<file path="src/rtl/vuvxu_b8_seq.sv">
// Sequencer after the Banked8 fire stage: queues fired vector ops in order and
// expands the head op into per-group bank addresses, lane masks and a last flag.
// Optional perf counters are built when VUVXU_SEQ_PERF_EN is defined.
module vuvxu_b8_seq #(
  parameter int unsigned BANKS  = 8,
  parameter int unsigned DEPTH  = 4,
  parameter int unsigned VLEN_W = 11,
  parameter int unsigned ADDR_W = 8,
  parameter int unsigned FN_W   = 11,
  parameter int unsigned DATA_W = 64
) (
  input  logic              clk,
  input  logic              reset,
  input  logic [VLEN_W-1:0] cfg_vlen,
  input  logic [ADDR_W-1:0] cfg_stride,
  input  logic [8:0]        fire_unit,
  input  logic [FN_W-1:0]   fire_fn,
  input  logic [ADDR_W-1:0] fire_vs,
  input  logic [ADDR_W-1:0] fire_vt,
  input  logic [ADDR_W-1:0] fire_vr,
  input  logic [ADDR_W-1:0] fire_vd,
  input  logic              fire_vs_zero,
  input  logic              fire_vt_zero,
  input  logic              fire_vr_zero,
  input  logic [DATA_W-1:0] fire_imm,
  output logic              seq_rdy,
  output logic              seq_val,
  input  logic              seq_ack,
  output logic [8:0]        seq_unit,
  output logic [FN_W-1:0]   seq_fn,
  output logic [ADDR_W-1:0] seq_vs_addr,
  output logic [ADDR_W-1:0] seq_vt_addr,
  output logic [ADDR_W-1:0] seq_vr_addr,
  output logic [ADDR_W-1:0] seq_vd_addr,
  output logic              seq_vs_zero,
  output logic              seq_vt_zero,
  output logic              seq_vr_zero,
  output logic [DATA_W-1:0] seq_imm,
  output logic [BANKS-1:0]  seq_mask,
  output logic              seq_last,
  output logic              seq_err
`ifdef VUVXU_SEQ_PERF_EN
  ,
  output logic [31:0]       perf_ops,
  output logic [31:0]       perf_groups,
  output logic [31:0]       perf_stall
`endif
);

  localparam int unsigned PTR_W  = (DEPTH > 1) ? $clog2(DEPTH) : 1;
  localparam int unsigned CNT_W  = PTR_W + 1;
  localparam int unsigned SH     = $clog2(BANKS);
  localparam int unsigned VW1    = VLEN_W + 1;
  localparam int unsigned UNIT_W = 9;

  typedef struct packed {
    logic [UNIT_W-1:0] unit;
    logic [FN_W-1:0]   fn;
    logic              vs_zero;
    logic              vt_zero;
    logic              vr_zero;
    logic [DATA_W-1:0] imm;
    logic [VLEN_W-1:0] vlen;
    logic [VLEN_W-1:0] ngroups;
    logic [ADDR_W-1:0] vs_base;
    logic [ADDR_W-1:0] vt_base;
    logic [ADDR_W-1:0] vr_base;
    logic [ADDR_W-1:0] vd_base;
  } entry_t;

  entry_t            mem [DEPTH];
  logic [PTR_W-1:0]  rd_ptr, wr_ptr, rd_ptr_nxt, wr_ptr_nxt, rd_ptr_p1;
  logic [CNT_W-1:0]  count, count_nxt;
  logic [VLEN_W-1:0] grp, grp_nxt;

  logic              fire, multi, push, adv, pop, err_nxt;
  logic [VW1-1:0]    vlen_rnd;
  logic [ADDR_W-1:0] vs_base_c, vt_base_c, vr_base_c, vd_base_c;
  entry_t            new_ent, head_nxt;
  logic [VLEN_W-1:0] rem;

  logic              val_nxt, last_nxt;
  logic [BANKS-1:0]  mask_nxt;
  logic [ADDR_W-1:0] vs_addr_nxt, vt_addr_nxt, vr_addr_nxt, vd_addr_nxt;

  // Queue control and next-head selection; outputs are built from the next state
  always_comb begin
    fire       = |fire_unit;
    multi      = |(fire_unit & (fire_unit - UNIT_W'(1)));
    push       = fire & seq_rdy & (cfg_vlen != '0);
    adv        = seq_val & seq_ack;
    pop        = adv & seq_last;
    err_nxt    = seq_err | (fire & ~seq_rdy) | (push & multi);
    rd_ptr_p1  = rd_ptr + PTR_W'(1);
    rd_ptr_nxt = pop  ? rd_ptr_p1 : rd_ptr;
    wr_ptr_nxt = push ? wr_ptr + PTR_W'(1) : wr_ptr;

    count_nxt = count;
    if (push && !pop) count_nxt = count + CNT_W'(1);
    if (pop && !push) count_nxt = count - CNT_W'(1);

    grp_nxt = grp;
    if (pop)      grp_nxt = '0;
    else if (adv) grp_nxt = grp + VLEN_W'(1);

    vlen_rnd  = {1'b0, cfg_vlen} + VW1'(BANKS - 1);
    vs_base_c = fire_vs * cfg_stride;
    vt_base_c = fire_vt * cfg_stride;
    vr_base_c = fire_vr * cfg_stride;
    vd_base_c = fire_vd * cfg_stride;

    new_ent         = '0;
    new_ent.unit    = fire_unit;
    new_ent.fn      = fire_fn;
    new_ent.vs_zero = fire_vs_zero;
    new_ent.vt_zero = fire_vt_zero;
    new_ent.vr_zero = fire_vr_zero;
    new_ent.imm     = fire_imm;
    new_ent.vlen    = cfg_vlen;
    new_ent.ngroups = VLEN_W'(vlen_rnd >> SH);
    new_ent.vs_base = vs_base_c;
    new_ent.vt_base = vt_base_c;
    new_ent.vr_base = vr_base_c;
    new_ent.vd_base = vd_base_c;

    head_nxt = '0;
    val_nxt  = 1'b0;
    if (count_nxt != '0) begin
      val_nxt = 1'b1;
      if (pop)                head_nxt = (count > CNT_W'(1)) ? mem[rd_ptr_p1] : new_ent;
      else if (count == '0)   head_nxt = new_ent;
      else                    head_nxt = mem[rd_ptr];
    end
  end

  // Per-group lane mask, last flag and bank addresses for the next head/group
  always_comb begin
    rem = head_nxt.vlen - (grp_nxt << SH);
    mask_nxt = '0;
    for (int unsigned i = 0; i < BANKS; i++) begin
      mask_nxt[i] = val_nxt & (VLEN_W'(i) < rem);
    end
    last_nxt    = val_nxt & (grp_nxt == head_nxt.ngroups - VLEN_W'(1));
    vs_addr_nxt = head_nxt.vs_zero ? '0 : head_nxt.vs_base + ADDR_W'(grp_nxt);
    vt_addr_nxt = head_nxt.vt_zero ? '0 : head_nxt.vt_base + ADDR_W'(grp_nxt);
    vr_addr_nxt = head_nxt.vr_zero ? '0 : head_nxt.vr_base + ADDR_W'(grp_nxt);
    vd_addr_nxt = val_nxt ? head_nxt.vd_base + ADDR_W'(grp_nxt) : '0;
  end

  // Entry storage; contents are qualified by count so no reset is needed
  always_ff @(posedge clk) begin
    if (push) mem[wr_ptr] <= new_ent;
  end

  always_ff @(posedge clk or negedge reset) begin
    if (!reset) begin
      rd_ptr      <= '0;
      wr_ptr      <= '0;
      count       <= '0;
      grp         <= '0;
      seq_rdy     <= 1'b1;
      seq_err     <= 1'b0;
      seq_val     <= 1'b0;
      seq_unit    <= '0;
      seq_fn      <= '0;
      seq_vs_addr <= '0;
      seq_vt_addr <= '0;
      seq_vr_addr <= '0;
      seq_vd_addr <= '0;
      seq_vs_zero <= 1'b0;
      seq_vt_zero <= 1'b0;
      seq_vr_zero <= 1'b0;
      seq_imm     <= '0;
      seq_mask    <= '0;
      seq_last    <= 1'b0;
    end else begin
      rd_ptr      <= rd_ptr_nxt;
      wr_ptr      <= wr_ptr_nxt;
      count       <= count_nxt;
      grp         <= grp_nxt;
      seq_rdy     <= count_nxt < CNT_W'(DEPTH);
      seq_err     <= err_nxt;
      seq_val     <= val_nxt;
      seq_unit    <= head_nxt.unit;
      seq_fn      <= head_nxt.fn;
      seq_vs_addr <= vs_addr_nxt;
      seq_vt_addr <= vt_addr_nxt;
      seq_vr_addr <= vr_addr_nxt;
      seq_vd_addr <= vd_addr_nxt;
      seq_vs_zero <= head_nxt.vs_zero;
      seq_vt_zero <= head_nxt.vt_zero;
      seq_vr_zero <= head_nxt.vr_zero;
      seq_imm     <= head_nxt.imm;
      seq_mask    <= mask_nxt;
      seq_last    <= last_nxt;
    end
  end

`ifdef VUVXU_SEQ_PERF_EN
  always_ff @(posedge clk or negedge reset) begin
    if (!reset) begin
      perf_ops    <= '0;
      perf_groups <= '0;
      perf_stall  <= '0;
    end else begin
      if (pop)                 perf_ops    <= perf_ops + 32'd1;
      if (adv)                 perf_groups <= perf_groups + 32'd1;
      if (seq_val && !seq_ack) perf_stall  <= perf_stall + 32'd1;
    end
  end
`endif

endmodule

</file>
<file path="config.mk">
export PLATFORM = sky130hd
export DESIGN_NAME = vuvxu_b8_seq
export DESIGN_NICKNAME = d
export VERILOG_FILES = /design/src/rtl/vuvxu_b8_seq.sv
export SDC_FILE = /design/constraint.sdc
export NUM_CORES = 1
export LEC_CHECK = 0
export CORE_ASPECT_RATIO = 1.4
export CORE_UTILIZATION = 54
export CTS_CLUSTER_DIAMETER = 150
export DETAILED_ROUTE_END_ITERATION = 10
export HOLD_SLACK_MARGIN = 0.15
export PLACE_DENSITY = 0.77
export SETUP_SLACK_MARGIN = 0.4
export SLEW_MARGIN = 20
export SYNTH_ARGS = -nofsm -noshare
export SYNTH_HDL_FRONTEND = slang
export SYNTH_SLANG_ARGS = --single-unit
export TNS_END_PERCENT = 50
</file>
<file path="constraint.sdc">
create_clock -name clk -period 4.8 [get_ports clk]
set_input_delay 0.96 -clock clk [delete_from_list [all_inputs] [get_ports clk]]
set_output_delay 0.96 -clock clk [all_outputs]
set_load 0.05 [all_outputs]
</file>
==> reports/qor.log <==
[die] Total Die Area 0.0683 mm^2
[setup_path] Critical-path top delay cell fa_1
[sta] hold violation total from the final report 0
[routing] Initial DRC Count 2215
[clock_tree] number of levels the H-tree was split into 3
[clock_tree] clock root cell clkbuf_16
[placement] final RePlAce weighted congestion 0.872
[global_route] Total Routing Usage GR 28.0%
[placement] Post-Place Cells 3636
[sta] Peak Freq 206 MHz
[sta] final max-slew violation count 0
[yosys] portion of synthesized cell area occupied by the leading cell type 46.0%
[hold_path] Hold WC Path Type in2async
[sta] Final Worst Setup Slack -0.0429 ns
[clock_tree] Clock Latency Late Sink 0.62 ns
[global_route] aggregate global routing overflow 0
[layout] area grow syn2layout 23.2%
[yosys] EDFF count, synth 556
[routing] post-route DRC violation count 0
[pwr] worst IR drop on VDD 352 uV
[yosys] post-synth design cell area 0.0363 mm^2
[die] effective utilization at floorplan 54.5%
[yosys] mean post-synth cell area 14.9 um^2
[setup_path] maximum net fanout on the critical path 5
[sta] worst hold margin 0.426 ns
[yosys] nets in the synthesized netlist 2734
[sta] period utilization 101%
[global_route] largest net degree at the start of global routing 102
[placement] HPWL reported at the end of detailed placement 61800 um
[sta] shortest period the worst path allows 4.84 ns
[run] number of maximum-capacitance violations 0
[layout] final standard cell count with taps included and fillers excluded 3797
[sta] transition at the pin with the smallest max-transition slack 1.12 ns
[layout] fraction of final layout cells with drive strength greater than 1 27.6%
[yosys] largest cells by area after synthesis edfxtp_1, mux4_2, dfrtp_1, ha_1, fa_1
[global_route] first-pass GRT wire length 146000 um
[routing] detailed-route wire length per cell 24.9 um
[setup_path] CP dominant cell by count fa_1
[routing] count of nets left with antenna violations after detail routing 0
[global_route] initial antenna violation count 5
[layout] Total Nets Final 3186
[die] total number of placement rows 112
[layout] most common cell after layout, fill and taps aside edfxtp_1
[setup_path] CP Launch Type input port
[placement] number of buffers inserted by port buffering 271
[yosys] synthesis warning total 0
[yosys] sequential-to-total area share from yosys stat 56.3%
[pwr] leakage power total 16.4 nW
[layout] leading cell types in the layout, fill and taps excluded edfxtp_1, mux4_2, nand2_1
[clock_tree] clock buffer depth 3
[clock_tree] number of clock sinks 705
[pwr] Pwr Density 727 mW/mm^2
[clock_tree] number of buffers added by the clock tree synthesis step 66
[setup_path] category of the worst setup path capture point flop
[die] width of the die 221 um
[yosys] Post-Synthesis Cells 2431
[global_route] vias in the first global route 25715
[yosys] cell type contributing the most total cell area after synthesis edfxtp_1
[setup_path] largest stage delay on the critical path 0.53 ns
[yosys] most used flip-flop cell after synthesis edfxtp_1
[routing] Vias per Instance 6.31
[clock_tree] Post-CTS Hold Fix Bufs 0
[setup_path] endpoint required time on the critical path 5.28 ns
[routing] via count 23968
[yosys] Synth cell types 75
[setup_path] critical path type in2reg
[routing] WL final 94400 um
[setup_path] CP Cell Sequence buf_8 > buf_6 > and2_4 > fa_2 > inv_2 > fa_1 > fa_1 > fa_1 > inv_2 > ha_4 > xnor2_4 > nand2_1 > and3_4 > a311oi_2 > ha_1 > a21oi_2 > o21ai_1 > xnor2_1 > buf_4 > buf_4 > o22ai_1
[die] I/O pin total 272
[sta] setup repair after global routing missed its margin true
[sta] Fin Clk Skew 0.0306 ns
[sta] final setup violation count 1
[routing] drt pass-1 iters 6
[setup_path] critical path data arrival time 5.32 ns
[clock_tree] CTS tree done
[status] violated checks negative setup slack
[sta] max-slew headroom at the worst pin 25.5%
[die] CORE AREA 0.0666 mm^2
[clock_tree] clock slew at reported path FFs 0.07 ns
[yosys] async set or reset register ratio after synthesis 21.1%
[yosys] register bit count reported by yosys 705
[status] status finished, violations left
[die] Die Span Y 309 um
## repair_timing
action	in CTS	in global routing
resized for setup	140	63
endpoints found under the setup margin	40	28
gates cloned	2	0
pin swaps	74	73
hold endpoints to repair	0	0
setup buffers	27	5
## power by group
part           total [W]  internal (W)  switching, W
registers         0.0103       0.00924       0.00103
logic             0.0166       0.00720       0.00942
clock network    0.00563       0.00332       0.00231
total             0.0325        0.0198        0.0128
## worst paths after layout
check	startpoint	end	slack, ns	cells after the start
max	cfg_stride[3]	seq_vr_addr[7]$_DFF_PN0_	-0.04	21
min	reset	seq_fn[2]$_DFF_PN0_	0.43	1
max reg2reg	count[0]$_DFF_PN0_	seq_mask[4]$_DFF_PN0_	0.44	19
min reg2reg	seq_err$_DFF_PN0_	seq_err$_DFF_PN0_	0.48	1
max in group asynchronous	reset	seq_imm[6]$_DFF_PN0_	3.37	2
min in group clk	seq_err$_DFF_PN0_	seq_err$_DFF_PN0_	0.48	1
## kinds of logic (layout without fill, tap and decap cells)
| kind of cell | Yosys count | in the layout | share of synthesized area, % |
|---|---|---|---|
| buffers and inverters | 268 | 774 | 3.01 |
| multiplexers | 285 | 285 | 17.4 |
| AO/OA/AOI/OAI | 422 | 422 | 7.60 |
| AND/OR/NAND/NOR | 475 | 475 | 6.10 |
| other | 0 | 5 | 0 |
| XOR/XNOR | 114 | 114 | 2.98 |
| adder cells (fa/ha/maj) | 162 | 162 | 6.68 |
| flip-flops | 705 | 705 | 56.3 |
## state kept, by name, indices dropped and copies added, names as in the netlist, 2 cells and up
signal and flops:
mem 556, seq_unit 9, grp 11, rd_ptr 2, count 3, wr_ptr 2, seq_imm 64, seq_vt_addr 8
seq_mask 8, seq_vr_addr 8, seq_vd_addr 8, seq_fn 11, seq_vs_addr 8
## cell usage after synthesis, types with 11 or more instances
cell type / instances
edfxtp_1: 556
mux4_2: 276
nand2_1: 257
a21oi_1: 163
dfrtp_1: 148
inv_1: 118
a22oi_1: 112
ha_1: 109
clkbuf_1: 97
and2_1: 88
xnor2_1: 80
fa_1: 53
nor2_1: 53
buf_2: 46
xor2_1: 28
a21o_1: 24
o21ai_0: 21
and3_1: 15
nand3_1: 12
o21bai_1: 12
a311oi_1: 11
## layer usage
layer / global-route usage (%) / share of wire (%) / vias to the layer above
met5: 0 / 0 / -
li1: - / - / 10267
met1: 32.5 / 36 / 12386
met3: 4.07 / 6.4 / 208
met4: 13.2 / 4.1 / 0
met2: 51.1 / 54 / 1107
## worst max-delay path, delay by kind of cell
kind,cells,cell delay [ns]
compound gates,4,0.54
xor+xnor,2,0.41
fa+ha+maj,6,2.39
buf+inv,6,0.61
simple gates,3,0.39
## cell type report
type                       instances  area [um^2]
fill                            4552        21800
sequential                       705        20400
multi-input combinational       1458        15500
timing repair buffer             533         4850
clock buffer                      88         1950
tap                              855         1070
inverter                         119          447
clock inverter                    34          429
antenna                            5         12.5
## per-stage QoR
step | power, W | TNS (ns) | setup slack (ns) | cell area [um^2] | utilization (%)
6_report | 0.0325 | -0.0429 | -0.0429 | 44700 | 67.2
5_1_grt | 0.0341 | -0.432 | -0.210 | 44700 | 67.2
4_1_cts | 0.0323 | 0 | 0.0246 | 44400 | 66.8
3_5_place_dp | 0.0261 | -26.22 | -1.34 | 41600 | 62.5
3_3_place_gp | 0.0255 | -23.56 | -1.13 | 41600 | 62.5
2_1_floorplan | 0.0204 | -70.46 | -0.497 | 36600 | -
Note: power is estimated with default switching activity, not from simulation.
